## src/rtl/instruction_fetch_unit.sv

```systemverilog
// Instruction fetch stage: owns the PC, reads instruction memory, and loads
// the IF/ID register. Handles stalls, branch redirects and a halt sentinel.
module instruction_fetch_unit #(
    parameter int                      PC_WIDTH    = 8,
    parameter int                      INSTR_WIDTH = 32,
    parameter logic [PC_WIDTH-1:0]     RESET_PC    = '0,
    parameter logic [INSTR_WIDTH-1:0]  HALT_WORD   = 32'hFFFF_FFFF,
    parameter int                      CNT_WIDTH   = 16
) (
    input  logic                   clk,
    input  logic                   rst_n,
    output logic [PC_WIDTH-1:0]    pc,
    input  logic [INSTR_WIDTH-1:0] instruction,
    input  logic                   stall,
    input  logic                   redirect,
    input  logic [PC_WIDTH-1:0]    redirect_target,
    output logic [INSTR_WIDTH-1:0] if_instr,
    output logic [PC_WIDTH-1:0]    if_pc,
    output logic                   if_valid,
    output logic                   halted,
    output logic [CNT_WIDTH-1:0]   fetch_count
);

    typedef enum logic {
        RUN  = 1'b0,
        HALT = 1'b1
    } state_t;

    state_t                  state, state_nxt;
    logic [PC_WIDTH-1:0]     pc_nxt;
    logic [INSTR_WIDTH-1:0]  if_instr_nxt;
    logic [PC_WIDTH-1:0]     if_pc_nxt;
    logic                    if_valid_nxt;
    logic [CNT_WIDTH-1:0]    fetch_count_nxt;

    // State and IF/ID register; reset clears everything without waiting for a clock.
    always_ff @(posedge clk or negedge rst_n) begin
        if (!rst_n) begin
            state       <= RUN;
            pc          <= RESET_PC;
            if_instr    <= '0;
            if_pc       <= '0;
            if_valid    <= 1'b0;
            fetch_count <= '0;
        end else begin
            state       <= state_nxt;
            pc          <= pc_nxt;
            if_instr    <= if_instr_nxt;
            if_pc       <= if_pc_nxt;
            if_valid    <= if_valid_nxt;
            fetch_count <= fetch_count_nxt;
        end
    end

    // Next-state decode: redirect beats stall, stall beats halt detect, halt beats fetch.
    always_comb begin
        state_nxt       = state;
        pc_nxt          = pc;
        if_instr_nxt    = if_instr;
        if_pc_nxt       = if_pc;
        if_valid_nxt    = if_valid;
        fetch_count_nxt = fetch_count;

        case (state)
            RUN: begin
                if (redirect) begin
                    // Squash the wrong-path word; the register contents are left as-is.
                    pc_nxt       = redirect_target;
                    if_valid_nxt = 1'b0;
                end else if (stall) begin
                    // Hold everything in place.
                end else if (instruction == HALT_WORD) begin
                    // Park on the halt address without delivering the sentinel.
                    state_nxt    = HALT;
                    if_valid_nxt = 1'b0;
                end else begin
                    if_instr_nxt    = instruction;
                    if_pc_nxt       = pc;
                    if_valid_nxt    = 1'b1;
                    pc_nxt          = pc + 1'b1;
                    fetch_count_nxt = fetch_count + 1'b1;
                end
            end
            HALT: begin
                if_valid_nxt = 1'b0;
                if (redirect) begin
                    pc_nxt    = redirect_target;
                    state_nxt = RUN;
                end
            end
            default: begin
                state_nxt = RUN;
            end
        endcase
    end

    assign halted = (state == HALT);

endmodule

```

## config.mk

```make
export PLATFORM = sky130hd
export DESIGN_NAME = instruction_fetch_unit
export DESIGN_NICKNAME = d
export VERILOG_FILES = /design/src/rtl/instruction_fetch_unit.sv
export SDC_FILE = /design/constraint.sdc
export NUM_CORES = 1
export LEC_CHECK = 0
export CAP_MARGIN = 15
export CORE_MARGIN = 2
export CORE_UTILIZATION = 40
export CTS_CLUSTER_DIAMETER = 40
export DETAILED_ROUTE_END_ITERATION = 10
export PLACE_DENSITY = 0.7
export SLEW_MARGIN = 30
export SYNTH_ARGS = -nofsm -noshare
export SYNTH_HDL_FRONTEND = slang
export SYNTH_SLANG_ARGS = --single-unit
```

## constraint.sdc

```tcl
create_clock -name clk -period 2.31 [get_ports clk]
set_input_delay 0.693 -clock clk [delete_from_list [all_inputs] [get_ports clk]]
set_output_delay 0.693 -clock clk [all_outputs]
set_load 0.005 [all_outputs]
```

==> results of run 1 <==
final timing paths:
check | to | start | depth (start not counted)
setup / recovery | if_instr[15]$_DFFE_PN0P_ | instruction[15] | 8
hold / removal | fetch_count[12]$_DFFE_PN0P_ | rst_n | 2
setup reg to reg | pc[7]$_DFFE_PN0P_ | halted$_DFF_PN0_ | 6
hold reg to reg | fetch_count[15]$_DFFE_PN0P_ | fetch_count[15]$_DFFE_PN0P_ | 1
max in group asynchronous | if_pc[2]$_DFFE_PN0P_ | rst_n | 2
min in group clk | fetch_count[15]$_DFFE_PN0P_ | fetch_count[15]$_DFFE_PN0P_ | 1
cells in the mapped netlist:
cell type / instances
a211oi_1: 1
a21oi_1: 2
a221oi_1: 1
a22oi_1: 2
a2bb2oi_1: 1
a31oi_1: 2
and3_1: 2
buf_2: 5
clkbuf_1: 4
dfrtp_1: 66
ha_1: 2
inv_1: 4
mux2_2: 41
nand2_1: 11
nand3_1: 11
nand4_1: 13
nor2_1: 6
nor2_2: 1
nor2b_1: 2
nor3_1: 7
nor4_1: 8
nor4b_1: 2
o211a_1: 1
o211ai_1: 1
o21ai_0: 4
o31a_1: 1
o31ai_1: 1
o31ai_4: 1
or2_2: 3
or3_1: 1
or4_1: 2
or4_4: 1
xnor2_1: 2
xor2_1: 14
through the flow:
step / instance area [sq um] / hold slack, ns
6_report: 4490 / 0.357
5_1_grt: 4490 / 0.385
4_1_cts: 4470 / 0.374
3_5_place_dp: 4150 / 0.462
3_3_place_gp: 4150 / 0.457
2_1_floorplan: 2860 / 0.397
power by group through the flow:
| stage | clock network (mW) | logic (mW) | registers [mW] |
|---|---|---|---|
| after floorplan | 0 | 0.270 | 1.53 |
| after global placement | 0 | 0.842 | 1.54 |
| after detailed placement | 0 | 0.854 | 1.55 |
| after CTS | 1.01 | 0.879 | 1.53 |
| after global routing | 1.06 | 0.940 | 1.56 |
| final | 0.983 | 0.866 | 1.53 |
registers in the layout, summed over array words and instances (netlist names):
| signal | flops |
|---|---|
| fetch_count | 16 |
| halted | 1 |
| if_instr | 32 |
| if_pc | 8 |
| if_valid | 1 |
| pc | 8 |
layer usage:
layer	share of wire (%)	track usage [%]	up-vias
met5	0	0	-
met3	9.6	7.28	9
met1	43	25.1	1114
met2	46	28.6	92
met4	1.6	7.85	0
li1	-	-	1094
final cells by class:
cell class	instances	area share, %
Tap cell	96	2.68
Clock buffer	12	3.46
Sequential cell	66	36.8
Timing Repair Buffer	128	29.6
Inverter	4	0.335
Multi-Input combinational cell	147	26.0
Clock inverter	4	1.12
timing repair:
action,in CTS,in global routing
resized for setup,28,19
pin swaps,6,8
endpoints found under the hold margin,0,0
gates cloned,3,0
endpoints found under the setup margin,63,43
setup buffers,3,0
cell families (layout without fill, tap and decap cells):
| family | after synthesis | in the layout | share of synthesized area, % |
|---|---|---|---|
| fa+ha+maj | 2 | 2 | 0.876 |
| xor+xnor | 16 | 16 | 4.91 |
| mux | 41 | 41 | 16.2 |
| compound gates | 18 | 18 | 4.82 |
| flops | 66 | 66 | 57.8 |
| simple gates | 70 | 70 | 13.5 |
| buf+inv | 13 | 148 | 1.93 |
==> qor.yml, run 1 <==
status: "completed"
drc: 0
p_sw_mw: 0.887
grt_pass1_wl_mm: 11.3
overflow: 0
avgViaCountPerCell: 5.05
core_sq_um: 6870
cts_sinks: 66
seq_area_frac_synth_pct: 57.8
antenna_left: 0
layout_common_cells: "clkdlybuf4s50_1 (87), dfrtp_1 (66), mux2_2 (40)"
start_kind: "primary input"
criticalPathCategory: "in2reg"
final_core_util_pct: 65.3
power_mw: 3.38
initial_core_util_pct: 41.6
rows: 30
seqCellArea_sq_um: 1650
cp_slowest_cell: "or4_4"
place_ws_ns: -0.473
path_delay_family: "simple AND/OR/NAND/NOR gates"
r2r_slack_ns: 0.46
clkPwrFrac_pct: 29.1
drv_cap: 0
n_fill_cell: 533
syn_inst: 226
clk_pin_slew_ns: 0.07
area_delta_synth_final_pct: 57.1
grt_pass1_vias: 2323
path_buf_inv: 3
vias: 2309
clk_latency_ns: 0.34
grt_max_degree: 67
finalCritPeriodShare_pct: 97.4
power_frac_seq_pct: 45.3
p_leak_nw: 1.91
fmax_mhz: 444
htree_num_levels: 3
syn_nets: 272
p_int_mw: 2.49
drive_above_1_share_pct: 23.8
syn_avg_cell_area_sq_um: 12.6
fin_setup_tns_ns: 0
track_usage_pct: 19.1
dieArea_sq_um: 7830
layout_setup_ws_ns: 0.0596
cts-buffers-inserted: 9
yosys_warnings: 0
antennaDiodeCount: 0
setup_viol_count_final: 0
root_buffer: "clkbuf_8"
hpwlAfterDp_mm: 4.97
path_cells: "clkdlybuf4s15_1, nand4_1, or4_4, o31ai_4, nor2_4, buf_12, buf_8, mux2_4"
yosys-top-cells-area: "dfrtp_1 (58%), mux2_2 (16%), xor2_1 (4.3%)"
die_height_microns: 88.5
cts-hold-fix-buffers: 0
cts_buffer_depth: 2
min_path_type: "in2async"
synth_top_area_share_pct: 57.8
period_needed_ns: 2.25
gp_congestion: 0.769
antenna_found_initial: 0
crit_arrival_ns: 2.47
cts_tree: "done"
multi_input_area_sq_um: 1170
synth_cell_types: 34
worstPathRequired_ns: 2.53
worst_pin_slew_ns: 0.408
slew_headroom_pct: 72.4
ys_ff_latch: 66
rsz0062_at_grt: "true"
finalWirelength_mm: 7.09
crit_path_end_kind: "flip-flop"
irDropWorstVdd_mv: 0.389
routedWlPerCell_microns: 15.5
drtIter0Drc: 97
yosysTopAreaCell: "dfrtp_1"
skew_ns: 0.0103
p_sw_share_pct: 26.3
io_buffers: 109
final-instance-count-excl-fill: 457
cellPowerDensity_nw_per_um2: 752
syn-cell-area_sq_um: 2860
power.share.combinational_pct: 25.6
crit_fanout: 5
placedCellCount: 435
hold_viol_final: 0
slew_viol_final: 0
die_w_microns: 88.5
fin_nets: 402
slowest_delay_ns: 0.55
final_common_cell: "clkdlybuf4s50_1"
pin_count: 110
dr.pass1.iters: 4
Power figures use the tool's default switching activity.
==> inputs of run 2 (changes only) <==
- PLACE_DENSITY: 0.7 -> default
- PLACE_DENSITY_LB_ADDON: default -> 0.15
==> qor.yml, run 2 (synthesis gave the netlist of run 1 again) <==
status: "completed"
place_ws_ns: -0.508
crit_fanout: 8
drv_cap: 0
cp-startpoint: "instruction[14]"
path_buf_inv: 2
area_delta_synth_final_pct: 56.5
grt_pass1_wl_mm: 11.4
antennaDiodeCount: 0
slowest_delay_ns: 0.54
crit_path_end_kind: "flip-flop"
antenna_found_initial: 0
overflow: 0
die_height_microns: 88.5
grt_max_degree: 52
core_sq_um: 6870
finalCritPeriodShare_pct: 97.8
path_cells: "dlygate4sd2_1, nand4_1, or4_4, o31ai_4, nor2_4, buf_12, mux2_4"
clk_latency_ns: 0.33
slew_headroom_pct: 67.3
top_regs: "if_instr (32), fetch_count (16)"
worst_pin_slew_ns: 0.489
r2r-start: "halted$_DFF_PN0_"
fin_area_sq_um: 4470
largest_register_ffs: 32
slew_viol_final: 0
rows: 30
fmax_mhz: 443
period_needed_ns: 2.26
largest_register: "if_instr"
setup_viol_count_final: 0
hold_viol_final: 0
p_leak_nw: 1.91
hpwlAfterDp_mm: 5.03
r2r_slack_ns: 0.42
grt_pass1_vias: 2315
start_kind: "primary input"
drive_above_1_share_pct: 23.0
cts_buffer_depth: 2
skew_ns: 0.00512
initial_core_util_pct: 41.6
vias: 2320
worstPathRequired_ns: 2.53
irDropWorstVdd_mv: 0.370
die_w_microns: 88.5
cts_tree: "done"
rsz0062_at_grt: "false"
path_delay_family: "simple AND/OR/NAND/NOR gates"
dieArea_sq_um: 7830
fin_nets: 399
worstReg2RegEnd: "if_pc[1]$_DFFE_PN0P_"
root_buffer: "clkbuf_8"
htree_num_levels: 3
dr.pass1.iters: 4
reg2reg_depth: 5
clk_pin_slew_ns: 0.07
gp_congestion: 0.768
min_path_type: "in2async"
routedWlPerCell_microns: 15.8
final_common_cell: "clkdlybuf4s50_1"
cellPowerDensity_nw_per_um2: 756
finalWirelength_mm: 7.17
crit_arrival_ns: 2.48
cts-buffers-inserted: 9
criticalPathCategory: "in2reg"
layout_setup_ws_ns: 0.0513
drtIter0Drc: 136
avgViaCountPerCell: 5.12
drc: 0
dpl_cell_area_sq_um: 4140
cp_slowest_cell: "or4_4"
layout_common_cells: "clkdlybuf4s50_1 (87), dfrtp_1 (66), mux2_2 (39)"
io_buffers: 109
antenna_left: 0
pin_count: 110
power_mw: 3.38
track_usage_pct: 19.1
cts_sinks: 66
==> run 2: cell types whose count changed in the layout (fill, tap and decap cells not counted), moves of 2 or more <==
cell / change
buf_6: -4
clkdlybuf4s15_1: -4
dlygate4sd2_1: +3
buf_16: +2
buf_8: -2
clkinvlp_4: -2
==> run 2: worst max-delay path by stage <==
stage                                  endpoint  slack [ns]  cells past startpoint
floorplan               if_instr[0]$_DFFE_PN0P_        0.06                      6
global placement     fetch_count[6]$_DFFE_PN0P_       -0.45                      7
detailed placement  fetch_count[15]$_DFFE_PN0P_       -0.51                      7
CTS                    if_instr[16]$_DFFE_PN0P_        0.04                      7
global route           if_instr[16]$_DFFE_PN0P_       0.006                      7
finish                 if_instr[16]$_DFFE_PN0P_        0.05                      7
==> run 2: cell type report <==
| class | instances | area, sq um |
|---|---|---|
| Clock buffer | 13 | 169 |
| Clock inverter | 2 | 35.0 |
| Fill cell | 562 | 2400 |
| Inverter | 4 | 15.0 |
| Multi-Input combinational cell | 147 | 1170 |
| Sequential cell | 66 | 1650 |
| Tap cell | 96 | 120 |
| Timing Repair Buffer | 125 | 1310 |
==> run 2: timing repair <==
| item | 4_1_cts | 5_1_grt |
|---|---|---|
| setup endpoints to repair | 63 | 49 |
| buffers inserted | 2 | 0 |
| pin swaps | 6 | 9 |
| resized for setup | 24 | 17 |
| hold buffers | 0 | 0 |
| gates cloned | 3 | 1 |
==> run 2: power by group <==
part           switching, mW  internal (mW)
Clock                  0.410          0.580
Sequential             0.174           1.35
Combinational          0.282          0.583
==> run 2: through the flow <==
step                util [%]  TNS, ns  instances  hold WS [ns]
floorplan                  -        0        226         0.397
global placement        60.3   -26.81        432         0.469
detailed placement      60.3   -30.11        432         0.460
CTS                     64.6        0        452         0.281
global route            65.1        0        453         0.313
finish                  65.1        0        453         0.280
==> run 2: routing by layer <==
layer  global-route usage, %  vias to the layer above  wire, microns
li1                        -                     1086              -
met1                    24.8                     1131           3110
met2                    29.3                       88           3350
met3                    6.44                       15            545
met4                    8.40                        0            155
met5                       0                        -              0
==> inputs of run 3 (changes only) <==
- GPL_ROUTABILITY_DRIVEN: default -> 0
==> results of run 3 <==
Final layout, timing and power as in run 2 (identical DEF).
